[src/rtl/mem_port_arbiter.sv]
// mem_port_arbiter
// Sequencer and arbiter for the single shared memory port between
// instruction fetch (IF) and the data stage (D). One access at a time:
// IDLE arbitrates, ISSUE holds a registered request on the memory port
// until mem_ready or a timeout, and RESP pulses the owner's ack for one cycle.
//
// Ports:
//   clk, rst                      clock, synchronous active-high reset
//   if_req/if_addr                fetch read request (held until if_ack)
//   if_rdata/if_ack               fetch read data and one-cycle completion pulse
//   d_req/d_we/d_addr/d_wdata     data request (held until d_ack)
//   d_rdata/d_ack                 data read data and one-cycle completion pulse
//   stall_mem_ready, stall_fetch  combinational pipeline stalls
//   mem_req/mem_we/mem_addr/mem_wdata  registered memory request
//   mem_rdata/mem_ready           memory response
//   mem_err                       sticky timeout flag, cleared only by rst
module mem_port_arbiter #(
  parameter int TIMEOUT_CYCLES = 255,
  parameter int STARVE_LIMIT   = 4
) (
  input  logic        clk,
  input  logic        rst,
  input  logic        if_req,
  input  logic [15:0] if_addr,
  output logic [15:0] if_rdata,
  output logic        if_ack,
  input  logic        d_req,
  input  logic        d_we,
  input  logic [15:0] d_addr,
  input  logic [15:0] d_wdata,
  output logic [15:0] d_rdata,
  output logic        d_ack,
  output logic        stall_mem_ready,
  output logic        stall_fetch,
  output logic        mem_req,
  output logic        mem_we,
  output logic [15:0] mem_addr,
  output logic [15:0] mem_wdata,
  input  logic [15:0] mem_rdata,
  input  logic        mem_ready,
  output logic        mem_err
);

  typedef enum logic [1:0] {ST_IDLE, ST_ISSUE, ST_RESP} state_t;
  typedef enum logic {OWN_IF, OWN_D} owner_t;

  localparam logic [7:0] TMO_LAST   = 8'(TIMEOUT_CYCLES - 1);
  localparam logic [3:0] STARVE_MAX = 4'(STARVE_LIMIT);

  state_t      state_q, state_d;
  owner_t      owner_q, owner_d;
  logic [7:0]  tmo_q, tmo_d;
  logic [3:0]  starve_q, starve_d;
  logic        mem_req_q, mem_req_d;
  logic        mem_we_q, mem_we_d;
  logic [15:0] mem_addr_q, mem_addr_d;
  logic [15:0] mem_wdata_q, mem_wdata_d;
  logic [15:0] if_rdata_q, if_rdata_d;
  logic [15:0] d_rdata_q, d_rdata_d;
  logic        mem_err_q, mem_err_d;

  always_comb begin
    state_d     = state_q;
    owner_d     = owner_q;
    tmo_d       = tmo_q;
    starve_d    = starve_q;
    mem_req_d   = mem_req_q;
    mem_we_d    = mem_we_q;
    mem_addr_d  = mem_addr_q;
    mem_wdata_d = mem_wdata_q;
    if_rdata_d  = if_rdata_q;
    d_rdata_d   = d_rdata_q;
    mem_err_d   = mem_err_q;

    case (state_q)
      ST_IDLE: begin
        // D wins unless IF has already been passed over STARVE_LIMIT times.
        if (d_req && (!if_req || (starve_q < STARVE_MAX))) begin
          owner_d     = OWN_D;
          mem_we_d    = d_we;
          mem_addr_d  = d_addr;
          mem_wdata_d = d_wdata;
          starve_d    = if_req ? (starve_q + 4'd1) : 4'd0;
          mem_req_d   = 1'b1;
          tmo_d       = 8'd0;
          state_d     = ST_ISSUE;
        end else if (if_req) begin
          // mem_wdata is left as-is for fetches; only the write enable matters.
          owner_d    = OWN_IF;
          mem_we_d   = 1'b0;
          mem_addr_d = if_addr;
          starve_d   = 4'd0;
          mem_req_d  = 1'b1;
          tmo_d      = 8'd0;
          state_d    = ST_ISSUE;
        end
      end
      ST_ISSUE: begin
        // A response in the expiry cycle still completes normally.
        if (mem_ready) begin
          if (owner_q == OWN_D) d_rdata_d = mem_rdata;
          else                  if_rdata_d = mem_rdata;
          mem_req_d = 1'b0;
          state_d   = ST_RESP;
        end else if (tmo_q == TMO_LAST) begin
          if (owner_q == OWN_D) d_rdata_d = 16'hFFFF;
          else                  if_rdata_d = 16'hFFFF;
          mem_req_d = 1'b0;
          mem_err_d = 1'b1;
          state_d   = ST_RESP;
        end else begin
          tmo_d = tmo_q + 8'd1;
        end
      end
      ST_RESP: begin
        state_d = ST_IDLE;
      end
      default: begin
        state_d = ST_IDLE;
      end
    endcase
  end

  always_ff @(posedge clk) begin
    if (rst) begin
      state_q     <= ST_IDLE;
      owner_q     <= OWN_IF;
      tmo_q       <= 8'd0;
      starve_q    <= 4'd0;
      mem_req_q   <= 1'b0;
      mem_we_q    <= 1'b0;
      mem_addr_q  <= 16'd0;
      mem_wdata_q <= 16'd0;
      if_rdata_q  <= 16'd0;
      d_rdata_q   <= 16'd0;
      mem_err_q   <= 1'b0;
    end else begin
      state_q     <= state_d;
      owner_q     <= owner_d;
      tmo_q       <= tmo_d;
      starve_q    <= starve_d;
      mem_req_q   <= mem_req_d;
      mem_we_q    <= mem_we_d;
      mem_addr_q  <= mem_addr_d;
      mem_wdata_q <= mem_wdata_d;
      if_rdata_q  <= if_rdata_d;
      d_rdata_q   <= d_rdata_d;
      mem_err_q   <= mem_err_d;
    end
  end

  // Acks are decoded from the RESP state, so they last exactly one cycle.
  assign if_ack          = (state_q == ST_RESP) && (owner_q == OWN_IF);
  assign d_ack           = (state_q == ST_RESP) && (owner_q == OWN_D);
  assign if_rdata        = if_rdata_q;
  assign d_rdata         = d_rdata_q;
  assign stall_mem_ready = d_req & ~d_ack;
  assign stall_fetch     = if_req & ~if_ack;
  assign mem_req         = mem_req_q;
  assign mem_we          = mem_we_q;
  assign mem_addr        = mem_addr_q;
  assign mem_wdata       = mem_wdata_q;
  assign mem_err         = mem_err_q;

endmodule

[config.mk]
export PLATFORM = sky130hd
export DESIGN_NAME = mem_port_arbiter
export DESIGN_NICKNAME = d
export VERILOG_FILES = /design/src/rtl/mem_port_arbiter.sv
export SDC_FILE = /design/constraint.sdc
export NUM_CORES = 1
export LEC_CHECK = 0
export CAP_MARGIN = 40
export CORE_MARGIN = 1.5
export CORE_UTILIZATION = 25
export DETAILED_ROUTE_END_ITERATION = 10
export HOLD_SLACK_MARGIN = 0.15
export SLEW_MARGIN = 20
export SYNTH_ARGS = -nofsm -noshare
export SYNTH_HDL_FRONTEND = slang
export SYNTH_SLANG_ARGS = --single-unit
[constraint.sdc]
create_clock -name clk -period 2.5 [get_ports clk]
set_input_delay 0.75 -clock clk [delete_from_list [all_inputs] [get_ports clk]]
set_output_delay 0.75 -clock clk [all_outputs]
set_load 0.05 [all_outputs]
---- Word-level counts from Yosys, hierarchy flattened ----
Index checks and enable logic that the tools add are counted.
storage, ports and cells
  register bits after elaboration ......... 82
  latch bits .............................. 0
  RAM bits ................................ 0
  ROM bits ................................ 0
  input port bits ......................... 70
  output and inout bits ................... 71
  logic and storage cells ................. 75
  memories kept ........................... 0
operators by class
  add/subtract/negate cells ............... 2
  $mul .................................... 0
  divide/modulo/power cells ............... 0
  magnitude comparators ................... 1
  eq/ne operators ......................... 7
  shifts and indexed selects .............. 0
  muxes and demuxes ....................... 31
  bitwise logic cells ..................... 6
  reductions and logical operators ........ 17
operators with widths
  operator                                              number
  two-way mux 16 bit                                    10
  two-way mux 8 bit                                     4
  one-hot mux 8 bit (2 select lines)                    1
  two-way mux 4 bit                                     3
  AND reduction 3 bit                                   4
  adder 8 x 1 -> 8 bit (second input constant)          1
  equality test 8 bit (second input constant)           1
  two-way mux 2 bit                                     4
  two-way mux 1 bit                                     7
  inequality test 3 bit (second input constant)         2
  AND reduction 2 bit                                   3
  nonzero test 2 bit                                    3
  adder 4 x 1 -> 4 bit (second input constant)          1
  < comparator 4 x 3 -> 1 bit (second input constant)   1
  inequality test 2 bit (second input constant)         2
  NOT 1 bit                                             4
  one-hot mux 2 bit (2 select lines)                    1
  AND reduction 4 bit                                   1
  logical AND 1 bit                                     3
  bitwise AND 1 bit                                     2
  equality test 2 x 1 -> 1 bit (second input constant)  1
  equality test 2 bit (second input constant)           1
  logical NOT 2 bit                                     1
  one-hot mux 1 bit (2 select lines)                    1
  other kinds (2)                                       2

---- Logic depth before layout (Yosys ltp) ----
  depth after elaboration ................. 5
  mapped depth ............................ 7
  gate-level depth less buffers ........... 6

---- Worst setup path after synthesis ----
No wires, ideal clock.
  path type ............................... register -> output
  from .................................... register owner_q
  to ...................................... output stall_fetch
  data arrival time ....................... 2.244 ns
  required time ........................... 1.750 ns
  slack ................................... -0.494 ns
  cell stages (with the launch flop) ...... 4
  path buffers ............................ 1
  cell sequence ........................... dfxtp_1 clkbuf_1 nor3b_1 nor2b_1
between the ends
  word-level cells in the longest chain between the ends .. 4
RTL lines
  what                    line  text
  from (decl)             51    owner_t owner_q, owner_d;
  from (signal assigned)  139   owner_q <= owner_d;
  NOT 1 bit (no line)     --
  logical AND 1 bit       153   assign if_ack = (state_q == ST_RESP) && (owner_q == OWN_IF);
  via if_ack              26    output logic if_ack,
  NOT 1 bit               158   assign stall_fetch = if_req & ~if_ack;
  bitwise AND 1 bit       158
  to (decl)               34    output logic stall_fetch,
The timed path passes the listed nets, and every way through them passes these cells.

---- Worst setup path in the final report ----
  from .................................... input if_req
  to ...................................... output stall_fetch
between the ends
  word-level cells in the longest chain between the ends .. 1
RTL lines
  what               line  text
  from (decl)        23    input logic if_req,
  bitwise AND 1 bit  158
No other way between the ends.

==> key figures <==
STA
  • Worst-Margin Slew: 0.545 ns
  • Final Setup Violations: 0
  • Setup ws final: 0.0762 ns
  • Setup_tns: 0 ns
  • Unrepaired setup endpoints after global routing: no
  • Final Max Slew Viols: 0
  • Final clock skew: 0.00511 ns
  • Final worst path period share: 97.0%
  • FMAX: 413 MHz
  • Relative slew slack: 63.5%
  • Min Tclk post-route: 2.42 ns
  • Final hold viol count: 0
  • Min Hold Slack: 0.442 ns

Clocking
  • Clock tree root driver cell: clkbuf_16
  • Latest clock arrival within the worst-skew pair: 0.33 ns
  • Total CTS buffers: 9
  • Cts repair resizes: 0
  • Post CTS Setup Buffer Count: 0
  • Clock sink total: 82
  • H-tree lvl count: 3
  • CTS tree: built
  • Clk slew on worst S/H paths: 0.06 ns
  • Clock Tree Buf Depth: 2
  • Hold buffers post-CTS: 0

Worst setup path
  • Worst flop-to-flop path startpoint: tmo_q[0]$_SDFFE_PP0P_
  • Crit path DAT: 1.67 ns
  • CP top delay family: buffers and inverters
  • Max FO, Critical Path: 3
  • Crit path cell chain: clkdlybuf4s50_1 > nor2b_1 > buf_12
  • Critical Path Start: if_req
  • Slowest CP cell: clkdlybuf4s50_1
  • CP Class: input pin to output pin
  • CP startpoint kind: input pin
  • Largest stage delay, worst path: 0.52 ns
  • FF-to-FF setup slack: 0.59 ns
  • Req. time, crit path: 1.75 ns
  • Buffers and inverters on the worst path: 2
  • Worst Setup End Kind: output pin

Yosys
  • Cells after synthesis: 357
  • Number of synthesized register bits: 82
  • Seq/Total Area, Yosys: 50.0%
  • Synth top area share: 50.0%
  • Synth top cells by count: dfxtp_1, nand2_1, o21ai_0
  • Syn nets: 430
  • Yosys top cell by area: dfxtp_1
  • Top-count cell post-synth: dfxtp_1
  • Synth Flop Type: dfxtp_1
  • Post-Syn Area per Cell: 9.20 µm²
  • Largest cells by area after synthesis: dfxtp_1, mux2i_1, o221a_2
  • Post-synth ARST share: 0%
  • Synth unique cells: 46
  • Number of synthesis warnings: 0
  • Mapped Area: 3280 µm²
  • EDFF count, synth: 0

Layout
  • Ant diodes: 0
  • Layout Utilization: 41.1%
  • Area Overhead vs Synth: 59.4%
  • NumNets Final: 571
  • Fillers: 1,299
  • Share of layout cells above drive strength 1: 12.1%

Placed design
  • Routability cong.: 0.779
  • Post-DP HPWL: 6.54 mm
  • IO Port Bufs: 140
  • Worst slack at placement: -0.00402 ns

Detailed routing
  • Vias per Instance: 4.53
  • Total vias in the final route: 3,060
  • Number of routed nets with antenna violations: 0
  • WL per Instance: 13.2 µm
  • DRC violations left: 0
  • First-iteration detailed-routing DRC count: 160
  • DR pass1 iterations: 4
  • Total wire length after detailed routing: 8.89 mm

Global routing
  • First-pass GRT wire length: 15.0 mm
  • Largest net degree at the start of global routing: 48
  • Initial antenna violation count: 0
  • GRT Overall Usage: 13.3%
  • Total congestion overflow: 0
  • Vias in the first global route: 3,085

Floorplan
  • Initial core utilization: 25.8%
  • Ports: 141
  • Site Rows: 41
  • Die footprint: 13,800 µm²
  • Die Width: 118 µm
  • Chip height: 118 µm
  • Core footprint: 12,700 µm²

Pwr
  • Total leakage power: 0.00196 µW
  • Worst VDD drop: 0.484 mV
  • Overall Power: 3550 µW
  • PwrDens: 679 nW/µm²

Min path
  • Hold_sp: if_rdata[6]$_SDFFE_PP0P_
  • HP Class: register to register

Run status
  • Status: finished clean

Run
  • Max Cap Violations: 0
[cells in the final DEF (no fill, tap or decap), types with 2 or more instances in the layout]
cell type / synthesis / final
clkdlybuf4s50_1: 0 / 136
o31ai_1: 3 / 3
nor3_1: 4 / 4
or2_2: 2 / 2
a21oi_1: 20 / 20
o21a_1: 2 / 2
nor2_1: 26 / 26
a21boi_1: 2 / 2
nor2b_1: 3 / 3
clkinv_2: 0 / 3
nand3_1: 4 / 4
or4_1: 3 / 3
inv_1: 19 / 19
a21boi_0: 2 / 2
buf_4: 1 / 17
o221a_2: 16 / 16
nand3b_1: 3 / 3
nand2_1: 40 / 40
a32oi_1: 2 / 2
nand2b_1: 3 / 3
a31oi_1: 17 / 17
clkbuf_16: 0 / 9
and2_1: 4 / 4
and4_2: 2 / 2
o21ai_0: 33 / 33
mux2i_1: 18 / 18
ha_1: 3 / 3
dfxtp_1: 82 / 82
and4_1: 2 / 2
buf_12: 0 / 4
[stage by stage]
stage,cells,area (µm²)
floorplan,357,3290
global placement,658,4930
detailed placement,659,4940
CTS,675,5230
global route,675,5230
finish,675,5230
[registers in the layout, summed over array words and instances (netlist names)]
name       cells
d_rdata       16
state_q        2
mem_err        1
mem_req        1
mem_wdata     16
mem_addr      16
starve_q       4
mem_we         1
owner_q        1
if_rdata      16
tmo_q          8
[cell families after synthesis]
kind of cell,share of synthesized area (%)
AO/OA/AOI/OAI,21.7
flip-flops,50.0
buffers and inverters,6.32
adder cells (fa/ha/maj),1.14
multiplexers,5.49
AND/OR/NAND/NOR,15.4
[layout make-up]
type / count / area [µm²] / share of cell area, %
Clock buffer: 11 / 243 / 4.64
Sequential cell: 82 / 1640 / 31.4
Inverter: 19 / 71.3 / 1.36
Tap cell: 172 / 215 / 4.11
Timing Repair Buffer: 157 / 1570 / 30.0
Clock inverter: 5 / 53.8 / 1.03
Multi-Input combinational cell: 229 / 1440 / 27.5
[worst min-delay path: stages (launching register included)]
cell	delay [ns]
dfxtp_1	0.30
inv_1	0.05
a21oi_1	0.05
[worst paths after layout]
| path | depth (start not counted) | end |
|---|---|---|
| setup reg to reg | 6 | tmo_q[1]$_SDFFE_PP0P_ |
| hold / removal | 2 | if_rdata[6]$_SDFFE_PP0P_ |
| hold reg to reg | 2 | if_rdata[6]$_SDFFE_PP0P_ |
| setup / recovery | 3 | stall_fetch |
[metal layers]
layer  wire, µm  GRT usage, %  vias to the layer above
met5          0             0                        -
met4         94          3.89                        0
met3        655          5.04                        9
met2       4130          22.2                       96
met1       4010          15.8                     1414
li1           -             -                     1541
[report_power, final]
group | total (µW) | switching (µW) | leakage [µW] | internal [µW]
combinational | 810 | 475 | 0.00114 | 335
sequential | 1440 | 47.9 | 0.000671 | 1390
clock | 1310 | 509 | 0.000149 | 797
total | 3550 | 1030 | 0.00196 | 2520
(Power assumes the default switching activity.)
